==> src/rtl/led_blink_scheduler_if.sv <==
// Board-side bundle for the LED blink scheduler: rate switches, mode key, LED
// banks and the step/mode status outputs.
interface led_blink_scheduler_if;
  logic [3:0] SW;
  logic       KEY_MODE;
  logic [7:0] LEDG;
  logic [9:0] LEDR;
  logic       STEP;
  logic [1:0] MODE;

  modport master (
    output SW,
    output KEY_MODE,
    input  LEDG,
    input  LEDR,
    input  STEP,
    input  MODE
  );

  modport slave (
    input  SW,
    input  KEY_MODE,
    output LEDG,
    output LEDR,
    output STEP,
    output MODE
  );
endinterface

==> src/rtl/led_blink_scheduler.sv <==
// Priority-resolved blink rate, half-second prescaler/period counters, debounced
// mode key and the four-pattern LED vector for the 18 board LEDs.
module led_blink_scheduler #(
  parameter int HALF_SEC_CYCLES = 25000000,
  parameter int DEBOUNCE_CYCLES = 1000000,
  parameter int CNT_W           = 28
) (
  input  logic                  CLOCK_50,
  input  logic                  RESET_N,
  led_blink_scheduler_if.slave  bus
);

  localparam logic [CNT_W-1:0] PRESC_LAST = CNT_W'(HALF_SEC_CYCLES - 1);
  localparam logic [CNT_W-1:0] DEB_LAST   = CNT_W'(DEBOUNCE_CYCLES - 1);

  typedef enum logic [1:0] {
    MODE_ALT   = 2'd0,
    MODE_ALL   = 2'd1,
    MODE_CHASE = 2'd2,
    MODE_FILL  = 2'd3
  } mode_t;

  logic [2:0]       period_n;
  logic [2:0]       period_prev;
  logic [CNT_W-1:0] presc;
  logic [2:0]       per;
  logic             idle;
  logic             rate_chg;
  logic             half_tick;
  logic             step_fire;
  logic             step_q;

  logic             key_p0;
  logic             key_p1;
  logic             vld_p0;
  logic             vld_p1;
  logic             db_vld;
  logic             key_db;
  logic [CNT_W-1:0] db_cnt;
  logic             db_commit;
  logic             press;

  mode_t            mode_q;
  mode_t            mode_d;
  logic             phase_q;
  logic             phase_d;
  logic [4:0]       pos_q;
  logic [4:0]       pos_d;
  logic [17:0]      vec_d;
  logic [17:0]      vec_q;

  // Rate arbitration: highest switch index wins, period in half-ticks.
  always_comb begin
    period_n = 3'd0;
    if (bus.SW[3])      period_n = 3'd6;
    else if (bus.SW[2]) period_n = 3'd4;
    else if (bus.SW[1]) period_n = 3'd2;
    else if (bus.SW[0]) period_n = 3'd1;
  end

  assign idle      = (period_n == 3'd0);
  assign rate_chg  = (period_n != period_prev);
  assign half_tick = (presc == PRESC_LAST);
  assign step_fire = !idle && !rate_chg && half_tick && (per == period_n - 3'd1);

  // Counters restart from zero on any rate change so the first step after it
  // lands exactly one full period later.
  always_ff @(posedge CLOCK_50 or negedge RESET_N) begin
    if (!RESET_N) begin
      presc       <= '0;
      per         <= '0;
      period_prev <= '0;
      step_q      <= 1'b0;
    end else begin
      period_prev <= period_n;
      step_q      <= step_fire;
      if (idle || rate_chg) begin
        presc <= '0;
        per   <= '0;
      end else if (half_tick) begin
        presc <= '0;
        per   <= (per == period_n - 3'd1) ? 3'd0 : per + 3'd1;
      end else begin
        presc <= presc + 1'b1;
      end
    end
  end

  // Key synchronizer stages p0/p1; the valid bits let the debouncer adopt the
  // first real sample silently, so a key held through reset never counts.
  always_ff @(posedge CLOCK_50 or negedge RESET_N) begin
    if (!RESET_N) begin
      key_p0 <= 1'b1;
      key_p1 <= 1'b1;
      vld_p0 <= 1'b0;
      vld_p1 <= 1'b0;
      db_vld <= 1'b0;
      key_db <= 1'b1;
      db_cnt <= '0;
    end else begin
      key_p0 <= bus.KEY_MODE;
      key_p1 <= key_p0;
      vld_p0 <= 1'b1;
      vld_p1 <= vld_p0;
      if (!db_vld) begin
        if (vld_p1) begin
          key_db <= key_p1;
          db_vld <= 1'b1;
        end
        db_cnt <= '0;
      end else if (key_p1 == key_db) begin
        db_cnt <= '0;
      end else if (db_commit) begin
        key_db <= key_p1;
        db_cnt <= '0;
      end else begin
        db_cnt <= db_cnt + 1'b1;
      end
    end
  end

  assign db_commit = db_vld && (key_p1 != key_db) && (db_cnt == DEB_LAST);
  assign press     = db_commit && key_db;

  always_ff @(posedge CLOCK_50 or negedge RESET_N) begin
    if (!RESET_N) begin
      mode_q  <= MODE_ALT;
      phase_q <= 1'b0;
      pos_q   <= '0;
    end else begin
      mode_q  <= mode_d;
      phase_q <= phase_d;
      pos_q   <= pos_d;
    end
  end

  // A press on a step cycle wins and discards that step's advance.
  always_comb begin
    mode_d  = mode_q;
    phase_d = phase_q;
    pos_d   = pos_q;
    if (press) begin
      case (mode_q)
        MODE_ALT:   mode_d = MODE_ALL;
        MODE_ALL:   mode_d = MODE_CHASE;
        MODE_CHASE: mode_d = MODE_FILL;
        default:    mode_d = MODE_ALT;
      endcase
      phase_d = 1'b0;
      pos_d   = '0;
    end else if (step_fire) begin
      phase_d = ~phase_q;
      pos_d   = (pos_q == 5'd17) ? 5'd0 : pos_q + 5'd1;
    end
  end

  always_comb begin
    vec_d = '0;
    case (mode_q)
      MODE_ALT: begin
        for (int i = 0; i < 18; i++) vec_d[i] = (i % 2 == 0) ? ~phase_q : phase_q;
      end
      MODE_ALL:   vec_d = {18{phase_q}};
      MODE_CHASE: vec_d = 18'd1 << pos_q;
      default: begin
        for (int i = 0; i < 18; i++) vec_d[i] = (5'(i) <= pos_q);
      end
    endcase
  end

  // Pattern register: follows the mode/phase/pos state one cycle later.
  always_ff @(posedge CLOCK_50 or negedge RESET_N) begin
    if (!RESET_N) vec_q <= 18'h15555;
    else          vec_q <= vec_d;
  end

  assign bus.LEDG = vec_q[7:0];
  assign bus.LEDR = vec_q[17:8];
  assign bus.STEP = step_q;
  assign bus.MODE = mode_q;

endmodule

==> src/flat_wrapper.sv <==
// flat-port wrapper written by rule: the top's interface ports become plain ports
module led_blink_scheduler_flat 
#(
  parameter int HALF_SEC_CYCLES = 25000000,
  parameter int DEBOUNCE_CYCLES = 1000000,
  parameter int CNT_W           = 28
)
  (CLOCK_50, RESET_N, bus_SW, bus_KEY_MODE, bus_LEDG, bus_LEDR, bus_STEP, bus_MODE);
  led_blink_scheduler_if bus_i ();
  input  logic CLOCK_50;
  input  logic RESET_N;
  input wire logic [$bits(bus_i.SW)-1:0] bus_SW;
  input wire logic [$bits(bus_i.KEY_MODE)-1:0] bus_KEY_MODE;
  output wire logic [$bits(bus_i.LEDG)-1:0] bus_LEDG;
  output wire logic [$bits(bus_i.LEDR)-1:0] bus_LEDR;
  output wire logic [$bits(bus_i.STEP)-1:0] bus_STEP;
  output wire logic [$bits(bus_i.MODE)-1:0] bus_MODE;
  assign bus_i.SW = bus_SW;
  assign bus_i.KEY_MODE = bus_KEY_MODE;
  assign bus_LEDG = bus_i.LEDG;
  assign bus_LEDR = bus_i.LEDR;
  assign bus_STEP = bus_i.STEP;
  assign bus_MODE = bus_i.MODE;
  led_blink_scheduler #(.HALF_SEC_CYCLES(HALF_SEC_CYCLES), .DEBOUNCE_CYCLES(DEBOUNCE_CYCLES), .CNT_W(CNT_W)) u_core (.CLOCK_50(CLOCK_50), .RESET_N(RESET_N), .bus(bus_i));
endmodule
==> config.mk <==
export PLATFORM = sky130hd
export DESIGN_NAME = led_blink_scheduler_flat
export DESIGN_NICKNAME = d
export VERILOG_FILES = /design/src/rtl/led_blink_scheduler_if.sv /design/src/rtl/led_blink_scheduler.sv /design/src/flat_wrapper.sv
export SDC_FILE = /design/constraint.sdc
export NUM_CORES = 1
export LEC_CHECK = 0
export CORE_UTILIZATION = 48
export CTS_CLUSTER_SIZE = 16
export DETAILED_ROUTE_END_ITERATION = 10
export PLACE_DENSITY = 0.65
export SKIP_LAST_GASP = 1
export SLEW_MARGIN = 20
export SYNTH_ARGS = -nofsm -noshare
export SYNTH_HDL_FRONTEND = slang
export SYNTH_SLANG_ARGS = --single-unit
==> constraint.sdc <==
create_clock -name CLOCK_50 -period 5.7 [get_ports CLOCK_50]
set_input_delay 1.425 -clock CLOCK_50 [delete_from_list [all_inputs] [get_ports CLOCK_50]]
set_output_delay 1.425 -clock CLOCK_50 [all_outputs]
set_load 0.03 [all_outputs]
Yosys cells after proc, flatten, opt, wreduce, memory -nomap -nowiden:

Cells that the tools add are included.

* shifts and indexed selects: 1
* reduce and logical (&&, ||, !) cells: 15
* eq/ne operators: 11
* order comparisons: 18
* add/subtract/negate cells: 5
* multiplexer cells: 25
* bitwise gates (word level): 1

Operators with widths (count)
* $mux W28: 5
* $add A28 B1 Y28 const B: 2
* $pmux W18 S3: 1
* $le A4 B5 Y1 const A: 8
* $eq A28 B20 Y1 const B: 1
* $eq A28 B25 Y1 const B: 1
* $le A3 B5 Y1 const A: 4
* $mux W3: 6
* $shl A1 B5 Y18 const A: 1
* $mux W5: 3
* $le A1 B5 Y1 const A: 2
* $le A2 B5 Y1 const A: 2
* $le A5 B5 Y1 const A: 2
* $mux W1: 9
* $logic_and A1 B1 Y1: 6
* $pmux W2 S3: 1
* $reduce_bool A2 Y1: 3
* $add A5 B1 Y5 const B: 1
* $eq A5 B5 Y1 const B: 1
* $ne A2 B2 Y1 const B: 2
* $add A3 B1 Y3 const B: 1
* $eq A3 B3 Y1: 1
* $logic_not A3 Y1: 1
* $ne A3 B3 Y1: 1
* 10 further kinds: 11

* input port bits: 7
* output and inout port bits: 21
* register bits: 95

Logic depth before layout (Yosys ltp):

* depth after elaboration: 11
* mapped depth: 10
* mapped depth without buffers: 10

Worst setup path after synthesis:

No wires, ideal clock.

* path type: input to register
* from: input bus_SW[2]
* to: register u_core.pos_q[2]
* stages on the path: 10
* buffers on the path: 0
* arrival time: 3340 ps
* setup time: 77 ps
* setup slack: 2282 ps
* path through: nor2_1 > nand3b_1 > ha_1 > ha_1 > xor2_1 > nand2_1 > nor2_1 > nand3b_4 > or3b_1 > a21oi_1

* cells in the longest elaborated chain, start to end: 8
* elaborated cells between the ends (all ways): 12
* those cells by class: add/sub (1); eq/ne (2); mux (2); reduce/logical (7)

RTL lines
* start, declared: RTL line flat_wrapper.sv:12 `input wire logic [$bits(bus_i.SW)-1:0] bus_SW;`
* $mux W3 *: RTL line led_blink_scheduler.sv:56 `else if (bus.SW[2]) period_n = 3'd4;`
* $mux W3 *: RTL line led_blink_scheduler.sv:55 `if (bus.SW[3]) period_n = 3'd6;`
* parallel branches: the longest is 4 deep, another holds $sub A3 B1 Y3
* $logic_and A1 B1 Y1 *: RTL line led_blink_scheduler.sv:64 `assign step_fire = !idle && !rate_chg && half_tick && (per == period_n - 3'd1);`
* $reduce_bool A2 Y1 (no line) *
* end signal, assigned: RTL line led_blink_scheduler.sv:133 `pos_q <= pos_d;`
* end, declared: RTL line led_blink_scheduler.sv:47 `logic [4:0] pos_q;`

Mark *: on every way between the ends.
A chain may end at the register's enable or synchronous reset.

Worst setup path after layout:

* from: input bus_SW[3]
* to: register u_core.pos_q[2]

* cells in the longest elaborated chain, start to end: 7
* elaborated cells between the ends (all ways): 11
* those cells by class: add/sub (1); eq/ne (2); mux (1); reduce/logical (7)

RTL lines (RTL line)
* $mux W3 *: led_blink_scheduler.sv:55
* parallel branches: the longest is 4 deep, another holds $sub A3 B1 Y3
* $logic_and A1 B1 Y1 *: led_blink_scheduler.sv:64
* $reduce_bool A2 Y1 (no line) *

Marked as above.

==> impl_metrics.ini <==
[place]
gp_congestion = 0.824
dp_cells = 627
hpwl_um = 6080
port-buffer-count = 27
post-place-ws_ns = 1.54

[sta]
setup_tns_ns = 0
drv_slew = 0
post-route-min-period_ns = 3.79
slew_headroom = 0.303
max_freq_mhz = 264
rsz0062_at_grt = no
final.setup_skew_ns = 0.0105
setup_viol = 0
setup_slack_ns = 1.91
fin_crit_sh = 0.665
hold_viol_final = 0
worstMarginPinSlew_ns = 1.04

[clocking]
cts_tree = built
cts_resized = 0
clkSinkCount = 95
clock_latency_ns = 0.36
cts.clk_slew.worst_paths_ns = 0.09
post-cts-setup-buffer-count = 0
clockBufferDepth = 2
clockRootBuffer = clkbuf_8
cts_buffers = 9
h-tree-depth = 3
postCtsHoldBufs = 0

[power]
p_comb_frac = 0.047
peakVddDrop_mv = 0.133
p_total_mw = 1.21
powerDensity_mw_per_mm2 = 228
power_switching_mw = 0.293
power_frac_seq = 0.573
p_leak_nw = 2.29
clockPowerShare = 0.380
p_int_mw = 0.919
swShare = 0.242

[critical_path]
critPathKind = input pin to register
cp_slowest_cell = clkdlybuf4s50_1
r2r_setup_slack_ns = 3.04
worstSetupEndpointType = register
max_stage_delay_ns = 0.45
required_ns = 5.99
r2r_start = u_core.presc[15]
worstReg2RegEnd = u_core.presc[27]
cp_cell_sequence = clkdlybuf4s50_1 -> nor2_1 -> nand3b_1 -> ha_1 -> ha_1 -> xor2_1 -> nand2_1 -> nor2_1 -> nand3b_4 -> or3b_1 -> a21oi_1
crit_path_end = u_core.pos_q[2]
reg2reg_depth = 5
crit_path_max_fanout = 10
critPathLaunchType = input pin
crit_path_start = bus_SW[3]
crit_arrival_ns = 4.08

[logic_synthesis]
synth_flop_cell = dfrtp_1
syn_area_per_cell_um2 = 9.75
syn_area_mm2 = 0.00473
ys_warn_count = 0
synth_edf_count = 0
async_flop_share = 1.00
synthDistinctLibCells = 55
synthCells = 485
ys_seq_area_frac = 0.506
ys_ff_latch = 95
synth.net_count = 507

[route]
viasPerCell = 5.40
postRouteAntennaNets = 0
first_iter_violations = 111
vias = 3472
route.detailed.drc = 0
wl_um = 9010
wire_per_inst_um = 14.0
dr.pass1.iters = 4

[floorplan]
start_util = 0.505
die_w_um = 101
coreArea_mm2 = 0.00937
design.portCount = 28
die_height_um = 101
die-area_mm2 = 0.0103
row_count = 35

[final_layout]
layout_common_cells = dfrtp_1, nor2_1, xor2_1
antenna_cells = 0
fin_cells = 643
fin_nets = 531
mostFrequentLayoutCell = dfrtp_1
layout-drive-gt1-share = 0.0817
area_growth_pct = 12.3
fill_cells = 866

[global_routing]
grt_max_degree = 59
overflow = 0
grt_pass1_vias = 3230
antenna_found_initial = 0
grt_first_pass_wirelength_um = 15000
grt.total_usage = 0.187

[run]
maxCapViolations = 0

[worst_hold_path]
hp-class = register to register

[status]
status = complete, no violations
kinds of logic after synthesis:
logic type | after synthesis | share of synthesized area
other | 1 | 0.000793
AND/OR/NAND/NOR | 218 | 0.232
XOR/XNOR | 59 | 0.109
buffers and inverters | 33 | 0.0270
adder cells (fa/ha/maj) | 15 | 0.0397
flip-flops | 95 | 0.506
multiplexers | 3 | 0.00688
AO/OA/AOI/OAI | 61 | 0.0786
per-stage QoR:
| stage | util | hold WS [ns] | area [µm²] |
|---|---|---|---|
| after floorplan | - | 0.331 | 4730 |
| after global placement | 0.545 | 0.335 | 5110 |
| after detailed placement | 0.545 | 0.336 | 5110 |
| after CTS | 0.567 | 0.357 | 5310 |
| after global routing | 0.567 | 0.377 | 5310 |
| final | 0.567 | 0.356 | 5310 |
area by class of cell:
type                            count  area (µm²)  area share
Sequential cell                    95        2390       0.450
Multi-Input combinational cell    357        2210       0.416
Timing Repair Buffer               28         275      0.0518
Tap cell                          129         161      0.0304
Clock buffer                       10         138      0.0259
Clock inverter                      6        67.6      0.0127
Inverter                           18        67.6      0.0127
how the worst min path moves through the flow:
stage,to,depth (start not counted),slack [ns],from
finish,u_core.vld_p1,0,0.36,u_core.vld_p0
CTS,u_core.vld_p1,0,0.36,u_core.vld_p0
detailed placement,u_core.vld_p1,0,0.34,u_core.vld_p0
global placement,u_core.vld_p1,0,0.33,u_core.vld_p0
global route,u_core.key_p1,0,0.38,u_core.key_p0
floorplan,u_core.vld_p1,0,0.33,u_core.vld_p0
worst max-delay path, delay by kind of cell:
family          cells  cell delay, ns
compound gates      1            0.14
xor+xnor            1            0.16
fa+ha+maj           2            0.54
buf+inv             1            0.45
simple gates        6            1.36
state kept, by name, indices dropped and copies added (netlist names), 2 cells and up:
| register | flops |
|---|---|
| u_core.vec_q | 18 |
| u_core.per | 3 |
| u_core.period_prev | 3 |
| u_core.pos_q | 5 |
| u_core.presc | 28 |
| u_core.bus.MODE | 2 |
| u_core.db_cnt | 28 |
power groups by stage:
stage / Combinational, mW / Sequential, mW / Clock (mW)
3_3_place_gp: 0.0579 / 0.707 / 0
2_1_floorplan: 0.0347 / 0.706 / 0
6_report: 0.0570 / 0.695 / 0.461
5_1_grt: 0.0667 / 0.696 / 0.497
4_1_cts: 0.0596 / 0.695 / 0.472
3_5_place_dp: 0.0595 / 0.708 / 0
Yosys cell counts, types with 2 or more instances:
master	n	area (µm²)
and4_1	3	26.3
ha_1	15	188
or3_1	2	12.5
o311ai_0	3	26.3
buf_2	3	15.0
a31oi_1	5	31.3
a21oi_1	27	135
nand4_1	14	87.6
or2_2	4	25.0
nand3b_1	3	22.5
nor2_1	76	285
nor3_1	7	35.0
nor2b_1	3	18.8
a21boi_0	2	15.0
xnor2_1	18	158
or2_1	2	12.5
xor2_1	41	359
o21ai_0	11	55.1
o21a_1	2	15.0
nor4b_1	2	17.5
and2_1	4	25.0
dfrtp_1	83	2080
and3_1	13	81.3
inv_1	16	60.1
or4b_1	2	20.0
nand3_1	29	145
mux2_2	2	22.5
dfstp_2	12	315
nor4_1	6	37.5
clkbuf_1	11	41.3
a211oi_1	2	15.0
nand2_1	39	146
routing by layer:
metal / vias up / track usage / wire length, µm
li1: 1713 / - / -
met1: 1695 / 0.261 / 4410
met2: 55 / 0.295 / 4210
met3: 9 / 0.0304 / 251
met4: 0 / 0.0702 / 133
met5: - / 0 / 0
(Power assumes the default switching activity.)
==> RTL change: new RTL, config.mk and constraints unchanged <==
Reset style: synchronous (`RESET_N`), changed in 4 clocked blocks.
--- a/src/rtl/led_blink_scheduler.sv
+++ b/src/rtl/led_blink_scheduler.sv
@@ -66,5 +66,5 @@
   // Counters restart from zero on any rate change so the first step after it
   // lands exactly one full period later.
-  always_ff @(posedge CLOCK_50 or negedge RESET_N) begin
+  always_ff @(posedge CLOCK_50) begin
     if (!RESET_N) begin
       presc       <= '0;
@@ -89,5 +89,5 @@
   // Key synchronizer stages p0/p1; the valid bits let the debouncer adopt the
   // first real sample silently, so a key held through reset never counts.
-  always_ff @(posedge CLOCK_50 or negedge RESET_N) begin
+  always_ff @(posedge CLOCK_50) begin
     if (!RESET_N) begin
       key_p0 <= 1'b1;
@@ -123,5 +123,5 @@
   assign press     = db_commit && key_db;
 
-  always_ff @(posedge CLOCK_50 or negedge RESET_N) begin
+  always_ff @(posedge CLOCK_50) begin
     if (!RESET_N) begin
       mode_q  <= MODE_ALT;
@@ -170,5 +170,5 @@
 
   // Pattern register: follows the mode/phase/pos state one cycle later.
-  always_ff @(posedge CLOCK_50 or negedge RESET_N) begin
+  always_ff @(posedge CLOCK_50) begin
     if (!RESET_N) vec_q <= 18'h15555;
     else          vec_q <= vec_d;
Behaviour: same outputs for any inputs over 10 cycles, from zero or initial values and one cycle with RESET_N low; that may be too few to reach the edited logic, so the function may still have changed.
==> RTL change against the original RTL <==
  * Non-clock buffer count unchanged
  * Sequential cell count did not move
  * Maximum frequency fell by 3.1%
  * Register-to-register slack improved by 0.16 ns
  * Clock power up 8.2%
  * Worst hold slack gained 0.059 ns
  * Synthesized cell count grew 9.9%
  * Synthesized area fell by 4.5%
  * Wire length barely moved
  * Worst setup slack got worse by 0.12 ns
  * Design area shrank 4.4%
  * Utilization down 1.5 points
  * Total power decreased by 0.86%
  * Largest power group unchanged
==> RTL change: results (changes against the original RTL) <==
* Status: finished, final reports clean (unchanged)
* GP Congestion at 0.8380 (was 0.8244)
* Critical-path maximum fanout at 9 (was 10)
* Post-synth top cells: dfxtp_1 (95), nor2_1 (82), nand2_1 (46), nand3_1 (36), xnor2_1 (36) (was dfrtp_1 (83), nor2_1 (76), xor2_1 (41), nand2_1 (39), nand3_1 (29))
* First-pass DRT Iterations at 5 (was 4)
* Vias in the first global route at 3497 (was 3230)
* Global-route wire length before repair at 15990 microns (was 14970 microns)
* CTS root buf: clkbuf_8 (unchanged)
* Routed len/inst at 13.45 microns (was 14.01 microns)
* Post-CTS Hold Fix Bufs at 0 (unchanged)
* Ranking of synthesized cells by area: dfxtp_1 (42%), xnor2_1 (7.0%), nor2_1 (6.8%) (was dfrtp_1 (44%), xor2_1 (7.6%), dfstp_2 (6.7%))
* Setup slack at placement at 1.528 ns (was 1.544 ns)
* Synthesized Nets at 555 (was 507)
* Yosys Warn Count at 0 (unchanged)
* Met3 usage at 3.333% (was 3.037%)
* Max clock buf depth at 2 (unchanged)
* Met3 wire length at 389 microns (was 251 microns)
* M2 GR Usage at 31.52% (was 29.46%)
* H-Tree Depth at 3 (unchanged)
* P_sw at 259.7 uW (was 293.2 uW)
* Least-Margin Pin Slew at 0.9908 ns (was 1.043 ns)
* Post-CTS sizing at 0 (unchanged)
* ANT cells at 0 (unchanged)
* Total placed cells including tap cells at 654 (was 627)
* Seq/Total Area, Yosys at 42.11% (was 50.57%)
* Top Registers: u_core.db_cnt (28), u_core.presc (28), u_core.vec_q (18) (unchanged)
* Non-Filler Instances at 670 (was 643)
* Crit path DAT at 4.18 ns (was 4.08 ns)
* DPL Wire Length at 6035 microns (was 6076 microns)
* Final core occ at 55.21% (was 56.69%)
* Largest net degree at the start of global routing at 29 (was 59)
* Worst Hold Path Cells at 1 (was 0)
* Tot GR Track Use at 19.93% (was 18.69%)
* Min-delay worst type: reg2reg (unchanged)
* Leak Pwr at 0.001627 uW (was 0.002293 uW)
* DR WL met2 at 4124 microns (was 4207 microns)
* Post-CTS setup buffer count at 0 (unchanged)
* Routed vias at 3735 (was 3472)
* Synth cell types at 49 (was 55)
* Nets at 576 (was 531)
* Skew-Pair Late Insertion Delay at 0.35 ns
* DR iter-0 viols at 185 (was 111)
* Global routing usage on met1 at 26.35% (was 26.09%)
* Share of layout cells above drive strength 1 at 4.472% (was 8.171%)
* Cell Area, Placed at 4848 sq um (was 5107 sq um)
* VDD IR-drop max at 0.0001149 V (was 0.0001325 V)
* Post-synthesis async set-or-reset flop share at 0% (was 100.0%)
* M1 WL at 4339 microns (was 4414 microns)
* R2R depth at 6 (was 5)
* TritonCTS Buffers at 9 (unchanged)
* Clk_skew at 0.009341 ns (was 0.01047 ns)
* Synthesized area per cell at 8.474 sq um (was 9.754 sq um)
* Top Metal Used: met4 (unchanged)
## RTL change: changes by cell type in the layout (fill, tap and decap cells not counted), sizes merged, moves of 8 or more
cell,before,now
dfxtp,0,95
nor4,7,15
xor2,41,25
xnor2,18,36
dfstp,12,0
dfrtp,83,0
## RTL change: path summary, 6_finish.rpt
| kind | from | end | slack [ns] |
|---|---|---|---|
| hold / removal | u_core.key_p0 | u_core.key_p1 | 0.42 |
| setup / recovery | bus_SW[1] | u_core.phase_q | 1.79 |
| hold reg to reg | u_core.key_p0 | u_core.key_p1 | 0.42 |
| setup reg to reg | u_core.presc[0] | u_core.pos_q[3] | 3.20 |
## RTL change: critical path, stage by stage
cell and delay [ns]:
clkdlybuf4s50_1 0.50, nor4b_4 0.47, inv_1 0.12, ha_1 0.23, xnor2_1 0.33, xnor2_1 0.19
nand3_1 0.28, or4_1 0.47, a21oi_1 0.17
## RTL change: cell families after synthesis
| family | Yosys count | synth area share [%] |
|---|---|---|
| buffers and inverters | 37 | 3.463 |
| DFF | 95 | 42.11 |
| xor gates and xnor gates | 61 | 11.83 |
| and+or+nand+nor | 260 | 29.36 |
| AOI/OAI and AO/OA | 63 | 8.643 |
| adders and majority gates | 15 | 4.155 |
| muxes | 2 | 0.4432 |
## RTL change: power groups by stage
stage	logic, uW	registers [uW]	clock network [uW]
detailed placement	32.8	685	0
finish	33.2	670	499
CTS	33.3	670	518
floorplan	22.1	685	0
global route	37.3	671	542
global placement	31.6	685	0
## RTL change: area by class of cell
type / count / area (sq um)
inverter: 19 / 71.32
fill: 837 / 4119
sequential: 95 / 1902
clock buffer: 10 / 137.6
multi-input combinational: 401 / 2459
timing repair buffer: 28 / 277.8
tap: 111 / 138.9
clock inverter: 6 / 91.34
